<file path="src/rtl/ldm_seq.sv">
// ldm_seq: expands one LDM/STM into single-register transfer beats plus an optional base-writeback beat.
// Latency: 1 cycle from the i_start sample to the first registered beat; one beat per cycle with i_en high.
// Backpressure: i_en low holds state, remaining list and all outputs; i_flush aborts to IDLE with outputs cleared.
//
// Ports: clk/rst (sync, active-high); i_en advance enable; i_flush abort; i_start + i_load/i_pre/i_up/i_wb,
//        i_rn_code, i_reg_list describe the instruction; o_busy stalls fetch/decode; o_vld/o_load/o_rd_code/
//        o_offset/o_last form a transfer beat; o_wb_vld/o_wb_rd_code/o_wb_offset form the writeback beat;
//        o_pc_load flags an LDM beat targeting R15.
// Build option: define LDM_SEQ_PCLOAD_EN to build the R15 load detection; otherwise o_pc_load is tied to 0.
module ldm_seq (
  input  logic        clk,
  input  logic        rst,
  input  logic        i_en,
  input  logic        i_flush,
  input  logic        i_start,
  input  logic        i_load,
  input  logic        i_pre,
  input  logic        i_up,
  input  logic        i_wb,
  input  logic [3:0]  i_rn_code,
  input  logic [15:0] i_reg_list,
  output logic        o_busy,
  output logic        o_vld,
  output logic        o_load,
  output logic [3:0]  o_rd_code,
  output logic [7:0]  o_offset,
  output logic        o_last,
  output logic        o_wb_vld,
  output logic [3:0]  o_wb_rd_code,
  output logic [7:0]  o_wb_offset,
  output logic        o_pc_load
);

  typedef enum logic [1:0] {S_IDLE, S_XFER, S_WB} state_t;

  function automatic logic [4:0] popcnt16(input logic [15:0] v);
    logic [4:0] c;
    c = '0;
    for (int i = 0; i < 16; i++) c = c + {4'd0, v[i]};
    return c;
  endfunction

  function automatic logic [3:0] lowest_set(input logic [15:0] v);
    logic [3:0] r;
    r = '0;
    for (int i = 15; i >= 0; i--) if (v[i]) r = 4'(i);
    return r;
  endfunction

  state_t      state_q, state_d;
  logic [15:0] rem_q, rem_d;            // registers not yet presented
  logic        cmd_load_q, cmd_load_d;
  logic        cmd_wb_q, cmd_wb_d;
  logic [3:0]  cmd_rn_q, cmd_rn_d;
  logic [7:0]  cmd_delta_q, cmd_delta_d; // signed writeback delta

  logic        busy_q, busy_d;
  logic        vld_q, vld_d;
  logic        load_q, load_d;
  logic [3:0]  rd_q, rd_d;
  logic [7:0]  offset_q, offset_d;
  logic        last_q, last_d;
  logic        wb_vld_q, wb_vld_d;
  logic [3:0]  wb_rd_q, wb_rd_d;
  logic [7:0]  wb_off_q, wb_off_d;

  logic [15:0] beat_src;
  logic [15:0] beat_rem;
  logic [3:0]  beat_rd;
  logic [4:0]  n_in;
  logic [7:0]  n4;

  always_comb begin
    state_d     = state_q;
    rem_d       = rem_q;
    cmd_load_d  = cmd_load_q;
    cmd_wb_d    = cmd_wb_q;
    cmd_rn_d    = cmd_rn_q;
    cmd_delta_d = cmd_delta_q;
    vld_d       = vld_q;
    load_d      = load_q;
    rd_d        = rd_q;
    offset_d    = offset_q;
    last_d      = last_q;
    wb_vld_d    = wb_vld_q;
    wb_rd_d     = wb_rd_q;
    wb_off_d    = wb_off_q;

    // In IDLE the first beat is taken straight from the incoming list.
    beat_src = (state_q == S_IDLE) ? i_reg_list : rem_q;
    beat_rd  = lowest_set(beat_src);
    beat_rem = beat_src & (beat_src - 16'd1);  // clears the lowest set bit
    n_in     = popcnt16(i_reg_list);
    n4       = {1'b0, n_in, 2'b00};

    if (i_flush || i_en) begin
      vld_d    = 1'b0;
      load_d   = 1'b0;
      rd_d     = '0;
      offset_d = '0;
      last_d   = 1'b0;
      wb_vld_d = 1'b0;
      wb_rd_d  = '0;
      wb_off_d = '0;
    end

    if (i_flush) begin
      state_d = S_IDLE;
    end else if (i_en) begin
      case (state_q)
        S_IDLE: begin
          if (i_start && (n_in != 5'd0)) begin
            cmd_load_d  = i_load;
            // An LDM that reloads its own base keeps the loaded value.
            cmd_wb_d    = i_wb && !(i_load && i_reg_list[i_rn_code]);
            cmd_rn_d    = i_rn_code;
            cmd_delta_d = i_up ? n4 : (8'd0 - n4);
            case ({i_pre, i_up})
              2'b01:   offset_d = 8'd0;        // IA
              2'b11:   offset_d = 8'd4;        // IB
              2'b00:   offset_d = 8'd4 - n4;   // DA
              default: offset_d = 8'd0 - n4;   // DB
            endcase
            vld_d   = 1'b1;
            load_d  = i_load;
            rd_d    = beat_rd;
            last_d  = (beat_rem == 16'd0);
            rem_d   = beat_rem;
            state_d = S_XFER;
          end
        end
        S_XFER: begin
          if (last_q) begin
            if (cmd_wb_q) begin
              wb_vld_d = 1'b1;
              wb_rd_d  = cmd_rn_q;
              wb_off_d = cmd_delta_q;
              state_d  = S_WB;
            end else begin
              state_d = S_IDLE;
            end
          end else begin
            vld_d    = 1'b1;
            load_d   = cmd_load_q;
            rd_d     = beat_rd;
            offset_d = offset_q + 8'd4;
            last_d   = (beat_rem == 16'd0);
            rem_d    = beat_rem;
          end
        end
        S_WB:    state_d = S_IDLE;
        default: state_d = S_IDLE;
      endcase
    end

    busy_d = (state_d != S_IDLE);
  end

  always_ff @(posedge clk) begin
    if (rst) begin
      state_q     <= S_IDLE;
      rem_q       <= '0;
      cmd_load_q  <= 1'b0;
      cmd_wb_q    <= 1'b0;
      cmd_rn_q    <= '0;
      cmd_delta_q <= '0;
      busy_q      <= 1'b0;
      vld_q       <= 1'b0;
      load_q      <= 1'b0;
      rd_q        <= '0;
      offset_q    <= '0;
      last_q      <= 1'b0;
      wb_vld_q    <= 1'b0;
      wb_rd_q     <= '0;
      wb_off_q    <= '0;
    end else begin
      state_q     <= state_d;
      rem_q       <= rem_d;
      cmd_load_q  <= cmd_load_d;
      cmd_wb_q    <= cmd_wb_d;
      cmd_rn_q    <= cmd_rn_d;
      cmd_delta_q <= cmd_delta_d;
      busy_q      <= busy_d;
      vld_q       <= vld_d;
      load_q      <= load_d;
      rd_q        <= rd_d;
      offset_q    <= offset_d;
      last_q      <= last_d;
      wb_vld_q    <= wb_vld_d;
      wb_rd_q     <= wb_rd_d;
      wb_off_q    <= wb_off_d;
    end
  end

`ifdef LDM_SEQ_PCLOAD_EN
  logic pc_load_q, pc_load_d;

  // Follows the next beat bundle, so it holds and clears together with it.
  always_comb pc_load_d = vld_d && load_d && (rd_d == 4'd15);

  always_ff @(posedge clk) begin
    if (rst) pc_load_q <= 1'b0;
    else     pc_load_q <= pc_load_d;
  end

  assign o_pc_load = pc_load_q;
`else
  assign o_pc_load = 1'b0;
`endif

  assign o_busy       = busy_q;
  assign o_vld        = vld_q;
  assign o_load       = load_q;
  assign o_rd_code    = rd_q;
  assign o_offset     = offset_q;
  assign o_last       = last_q;
  assign o_wb_vld     = wb_vld_q;
  assign o_wb_rd_code = wb_rd_q;
  assign o_wb_offset  = wb_off_q;

endmodule

</file>
<file path="config.mk">
export PLATFORM = sky130hd
export DESIGN_NAME = ldm_seq
export DESIGN_NICKNAME = d
export VERILOG_FILES = /design/src/rtl/ldm_seq.sv
export SDC_FILE = /design/constraint.sdc
export NUM_CORES = 1
export LEC_CHECK = 0
export ABC_AREA = 0
export BUFFER_PORTS_ARGS = -buffer_cell sky130_fd_sc_hd__buf_2
export CAP_MARGIN = 20
export CORE_ASPECT_RATIO = 1.2
export CORE_MARGIN = 3
export CORE_UTILIZATION = 45
export DETAILED_ROUTE_END_ITERATION = 7
export PLACE_DENSITY = 0.7
export SETUP_SLACK_MARGIN = 0.5
export SYNTH_ARGS = -nofsm -noshare
export SYNTH_HDL_FRONTEND = slang
export SYNTH_SLANG_ARGS = --single-unit
</file>
<file path="constraint.sdc">
create_clock -name clk -period 11.23 [get_ports clk]
set_input_delay 3.369 -clock clk [delete_from_list [all_inputs] [get_ports clk]]
set_output_delay 3.369 -clock clk [all_outputs]
set_load 0.05 [all_outputs]
</file>
## Word level (Yosys, flattened, before mapping)

Index checks and enable logic that the tools add are counted.
W data, S select, Z words.

- Register bits after elaboration: 61
- Bits of input ports: 29
- Output and inout bits: 30
- Logic and storage cells: 133

- $add $sub $neg: 19
- Order comparisons: 1
- Equal/unequal tests: 5
- Mux-type cells: 78
- Bitwise logic cells: 2
- Reduce and logical (&&, ||, !) cells: 13

Operators with widths:

| kind | count |
|---|---|
| $mux W4 | 27 |
| $mux W8 | 12 |
| $add A5 B1 Y5 | 11 |
| $mux W16 | 3 |
| $pmux W16 S2 | 1 |
| $pmux W8 S3 | 1 |
| $mux W1 | 22 |
| $and A16 B16 Y16 | 1 |
| $logic_not A16 Y1 | 1 |
| $pmux W8 S2 | 1 |
| $sub A16 B1 Y16 const B | 1 |
| $mux W2 | 5 |
| $add A8 B3 Y8 const B | 1 |
| $pmux W4 S2 | 1 |
| $sub A1 B7 Y8 const A | 1 |
| $sub A3 B7 Y8 const A | 1 |
| $pmux W1 S2 | 3 |
| $add A4 B1 Y5 | 1 |
| $lt A4 B5 Y1 const B | 1 |
| $reduce_and A5 Y1 | 1 |
| $reduce_bool A5 Y1 | 1 |
| $add A3 B1 Y4 | 1 |
| $bmux W1 S4 | 1 |
| $eq A2 B1 Y1 const B | 2 |
| 13 further kinds | 17 |

## Longest topological paths before layout

- Word-level depth: 22
- Mapped depth: 23

## Worst setup path after synthesis

No wires, ideal clock.

- Path kind: input port to flip-flop
- Start: in i_reg_list[5]
- End: reg rem_q[5]
- Library setup time: 0.129 ns
- Arrival time: 8.120 ns
- Data required time: 11.101 ns
- Path slack: 2.982 ns
- Stages: 23
- Cells stage by stage: inv_1 fa_1 inv_1 fa_1 fa_1 inv_1 fa_1 inv_1 ha_1 inv_1 fa_1 xnor2_1 inv_1 nand2_1 nor2_1 ha_1 or3b_1 and2_1 or3_4 buf_6 buf_2 a21oi_1 nor2_1

- Cells in the longest elaborated chain, start to end: 15
- Elaborated cells on any way between the ends: 21

Ends and longest elaborated chain:

| what | line | RTL |
|---|---|---|
| start, declared | 21 | `input logic [15:0] i_reg_list,` |
| $add A5 B1 Y5 (11 in series) | 39 | `for (int i = 0; i < 16; i++) c = c + {4'd0, v[i]};` |
| $reduce_bool A5 Y1 | 112 | `if (i_start && (n_in != 5'd0)) begin` |
| $logic_and A1 B1 Y1 | 112 |  |
| $ne A2 B1 Y1 (no source line) | - |  |
| $reduce_and A5 Y1 (no source line) | - |  |
| end signal, assigned | 178 | `rem_q <= rem_d;` |
| end, declared | 51 | `logic [15:0] rem_q, rem_d;` |

Parallel ways exist; a longest one is shown, timed or not. The select of a mux whose other input is x is not followed.
A chain may end at the register's enable or synchronous reset.

## Worst setup path in the final report

- Start: in i_reg_list[5]
- End: reg rem_q[14]

The elaborated chain is that of the path after synthesis.

==> metrics.md <==
| Metric | Value |
|---|---|
| Crit path kind | in2reg |
| Routed vias | 3646 |
| CP endpoint | rem_q[14] |
| Arrival time worst endpoint | 8.66 ns |
| Num Clock Sinks | 58 |
| Hold WS | 0.454 ns |
| Reg2reg setup slack | 7.71 ns |
| Number of buffers created by CTS | 9 |
| Post-synth ARST share | 0% |
| Number of H-tree levels | 3 |
| RSZ-0062 raised after global routing | false |
| CTS tree | done |
| Vias in the first global route | 3350 |
| Status | complete, no violations |
| Cell Pwr Density | 179 mW/mm^2 |
| Fin nets | 559 |
| Area growth from synthesis to layout | 12.4% |
| Final core occ | 53.1% |
| Final Hold Viols | 0 |
| Gr ovfl total | 0 |
| Max Slew Vio Count | 0 |
| Finished Cell Area | 0.00418 mm^2 |
| Final setup viols | 0 |
| Largest net degree at the start of global routing | 40 |
| # resized after CTS | 0 |
| CP Launch Type | primary input |
| Sw frac | 41.2% |
| # diodes | 0 |
| Clk root buf | clkbuf_8 |
| Ys Warns | 0 |
| Setup crit end kind | register |
| Crit path largest cell delay | 0.55 ns |
| Initial Util | 47.2% |
| Placed cell areas | 0.00400 mm^2 |
| Dpl hpwl | 7760 um |
| Sw power | 308 uW |
| Core Rows | 35 |
| Initial antenna violation count | 0 |
| CTS clk-pin slew, worst paths | 0.07 ns |
| Drt first-iter violations | 234 |
| Register bit count reported by yosys | 58 |
| Post-synthesis area per instance | 8.00 um^2 |
| Int Pwr | 440 uW |
| Final period util | 74.7% |
| 1st-pass router iterations | 5 |
| Fillers | 786 |
| Die Span X | 89.0 um |
| Maxcap violations | 0 |
| Crit-path leading delay family | adder cells |
| Critical path, cell by cell | buf_2 -> inv_1 -> fa_1 -> inv_1 -> fa_1 -> fa_1 -> inv_1 -> fa_1 -> inv_1 -> ha_1 -> inv_1 -> fa_1 -> xnor2_1 -> inv_1 -> nand2_1 -> nor2_1 -> ha_1 -> or3b_1 -> and2_1 -> or3_4 -> a311o_1 -> a21oi_2 |
| Shortest period the worst path allows | 8.39 ns |
| Crit path max fanout | 29 |
| Sequential share of power | 30.2% |
| Launching point of the worst reg2reg path | state_q[0] |
| Global-route wire length before repair | 17100 um |
| Wire per inst | 17.3 um |
| Fraction of layout instances using a drive strength above 1 | 18.0% |
| GRT Overall Usage | 23.3% |
| Worst slew margin | 23.6% |
| Syn Nets | 513 |
| Die H | 106 um |
| Post-placement cell count | 591 |
| Reg area | 0.00116 mm^2 |
| Final Non-Filler Cells | 608 |
| Routed Antenna Nets | 0 |
| WL final | 10500 um |
| Remaining DRCs | 0 |
| Core Region | 0.00788 mm^2 |
| Port bufs | 57 |
| Least-Margin Pin Slew | 1.14 ns |
| Worst-Skew Late Latency | 0.34 ns |
| Syn Std Cell Area | 0.00372 mm^2 |
| Hold Path Class | reg2reg |
| Area leader, netlist | dfxtp_1 |
| Vias/cell | 6.00 |
| Placer congestion estimate | 0.955 |
| Seq/Total Area, Yosys | 31.2% |
| Longest Clk Path Bufs | 2 |
| Yosys cell types | 65 |
| Worst setup path startpoint | i_reg_list[5] |
| Max VDD drop | 84.0 uV |
| Area of the multi-input gates | 0.00230 mm^2 |
| Worst path depth | 22 |
| Cts hold-fix bufs | 0 |
| Synth Flop Type | dfxtp_1 |
| Cell count after synthesis | 465 |
| Die area | 0.00940 mm^2 |
| WP data required | 11.50 ns |
| Total setup buffers inserted after CTS | 0 |
| EDFF count, synth | 0 |
| Cell mode on critical path | inv_1 |
| Boundary pin count | 59 |
| Clock power share | 23.4% |
| Worst Path Buf+Inv | 7 |
| Setup TNS | 0 ns |
| Worst path slowest cell | fa_1 |
| Max Clk Rate | 0.119 GHz |
| Dominant cells by area after synthesis | dfxtp_1 31%, a21oi_1 6.9%, nor2_1 6.6%, fa_1 5.4%, nand2_1 3.8% |
| Share of the synthesized area in the top cell type | 31.2% |
| Worst reg2reg path depth | 7 |
| Logic pwr share | 46.4% |
| Clk_skew | 0.00986 ns |
| R2r endpoint | o_last |
| Lkg Pwr | 0.00176 uW |
-- cells in the mapped netlist (4+ instances only) --
master / number
nor2_1: 65
dfxtp_1: 58
a21oi_1: 51
nand2_1: 38
inv_1: 30
o21ai_0: 22
a22oi_1: 17
nor3_1: 12
clkbuf_1: 11
fa_1: 10
ha_1: 9
mux2i_1: 9
a211oi_1: 7
and2_1: 7
nor4_1: 7
buf_4: 6
nand2b_1: 6
nand3_1: 6
buf_2: 5
mux4_2: 5
o31ai_1: 5
xnor2_1: 5
or4_1: 4
-- area by class of cell --
class / instances / share of cell area [%]
Timing Repair Buffer: 61 / 7.72
Clock buffer: 11 / 3.38
Clock inverter: 5 / 0.718
Multi-Input combinational cell: 351 / 55.0
Tap cell: 92 / 2.75
Sequential cell: 58 / 27.8
Inverter: 30 / 2.69
-- state kept, by name (all words and copies together), names as in the netlist --
signal and count:
state_q 2, o_wb_offset 8, o_vld 1, rem_q 15
cmd_delta_q 6, o_last 1, o_wb_vld 1, o_rd_code 4
cmd_wb_q 1, o_load 1, o_offset 8, cmd_load_q 1
o_busy 1, o_wb_rd_code 4, cmd_rn_q 4
-- how the worst min path moves through the flow --
stage,startpoint,endpoint,slack [ns],depth (start not counted)
after floorplan,cmd_delta_q[7],cmd_delta_q[7],0.43,2
after global placement,o_wb_offset[1],o_wb_offset[1],0.44,1
after detailed placement,o_offset[0],o_offset[0],0.44,1
after CTS,cmd_rn_q[0],cmd_rn_q[0],0.46,2
after global routing,o_wb_offset[1],o_wb_offset[1],0.50,1
final,cmd_rn_q[0],cmd_rn_q[0],0.45,2
-- metal layers --
layer	up-vias	GRT usage (%)	part of all wire, %
li1	1754	-	-
met1	1736	31.9	44
met2	142	37.4	48
met3	14	4.07	6.4
met4	0	6.28	1.8
met5	-	0	0
-- worst reg2reg max path: cells and delay by family, from the launching register on --
kind	cells	cell delay, ns
AO/OA/AOI/OAI	3	0.77
buffers and inverters	1	0.27
flip-flops	1	0.31
AND/OR/NAND/NOR	3	2.13
-- stage by stage --
stage	worst slack (ns)	power [uW]
4_1_cts	2.86	747
5_1_grt	2.49	803
6_report	2.84	748
3_5_place_dp	2.50	574
3_3_place_gp	2.61	565
2_1_floorplan	2.98	496
-- power groups by stage --
stage	logic, uW	clock network (uW)	registers [uW]
2_1_floorplan	259	0	238
3_3_place_gp	335	0	230
6_report	347	175	226
4_1_cts	344	178	226
5_1_grt	389	186	228
3_5_place_dp	343	0	230
-- cells by family (layout without fill, tap and decap cells) --
kind of cell	after synthesis	after routing	share of synthesized area, %
xor gates and xnor gates	8	8	1.88
and+or+nand+nor	170	170	22.0
DFF	58	58	31.2
adders and majority gates	19	19	8.40
buffers and inverters	56	107	7.02
other	1	1	0.101
AOI/OAI and AO/OA	138	138	23.7
muxes	15	15	5.75
-- placed cells by master (no fill, tap or decap), types with 3 or more instances in the layout --
cell | synthesis | layout
nand2b_1 | 6 | 6
a21oi_1 | 51 | 51
clkinv_2 | 0 | 3
a211oi_1 | 7 | 7
dfxtp_1 | 58 | 58
nor3_1 | 12 | 12
o31ai_1 | 5 | 5
and2_1 | 7 | 7
clkbuf_8 | 0 | 10
a31oi_1 | 3 | 3
nor4_1 | 7 | 7
nand2_1 | 38 | 38
o21ai_0 | 22 | 22
nor2_1 | 65 | 65
o21bai_1 | 3 | 3
buf_4 | 6 | 3
ha_1 | 9 | 9
fa_1 | 10 | 10
a22oi_1 | 17 | 17
or3_1 | 3 | 3
mux4_2 | 5 | 5
mux2i_1 | 9 | 9
nand3b_1 | 3 | 3
xor2_1 | 3 | 3
xnor2_1 | 5 | 5
nor2b_1 | 3 | 3
or4_1 | 4 | 4
inv_1 | 30 | 30
nand3_1 | 6 | 6
buf_2 | 5 | 57
Note: power is estimated with default switching activity, not from simulation.
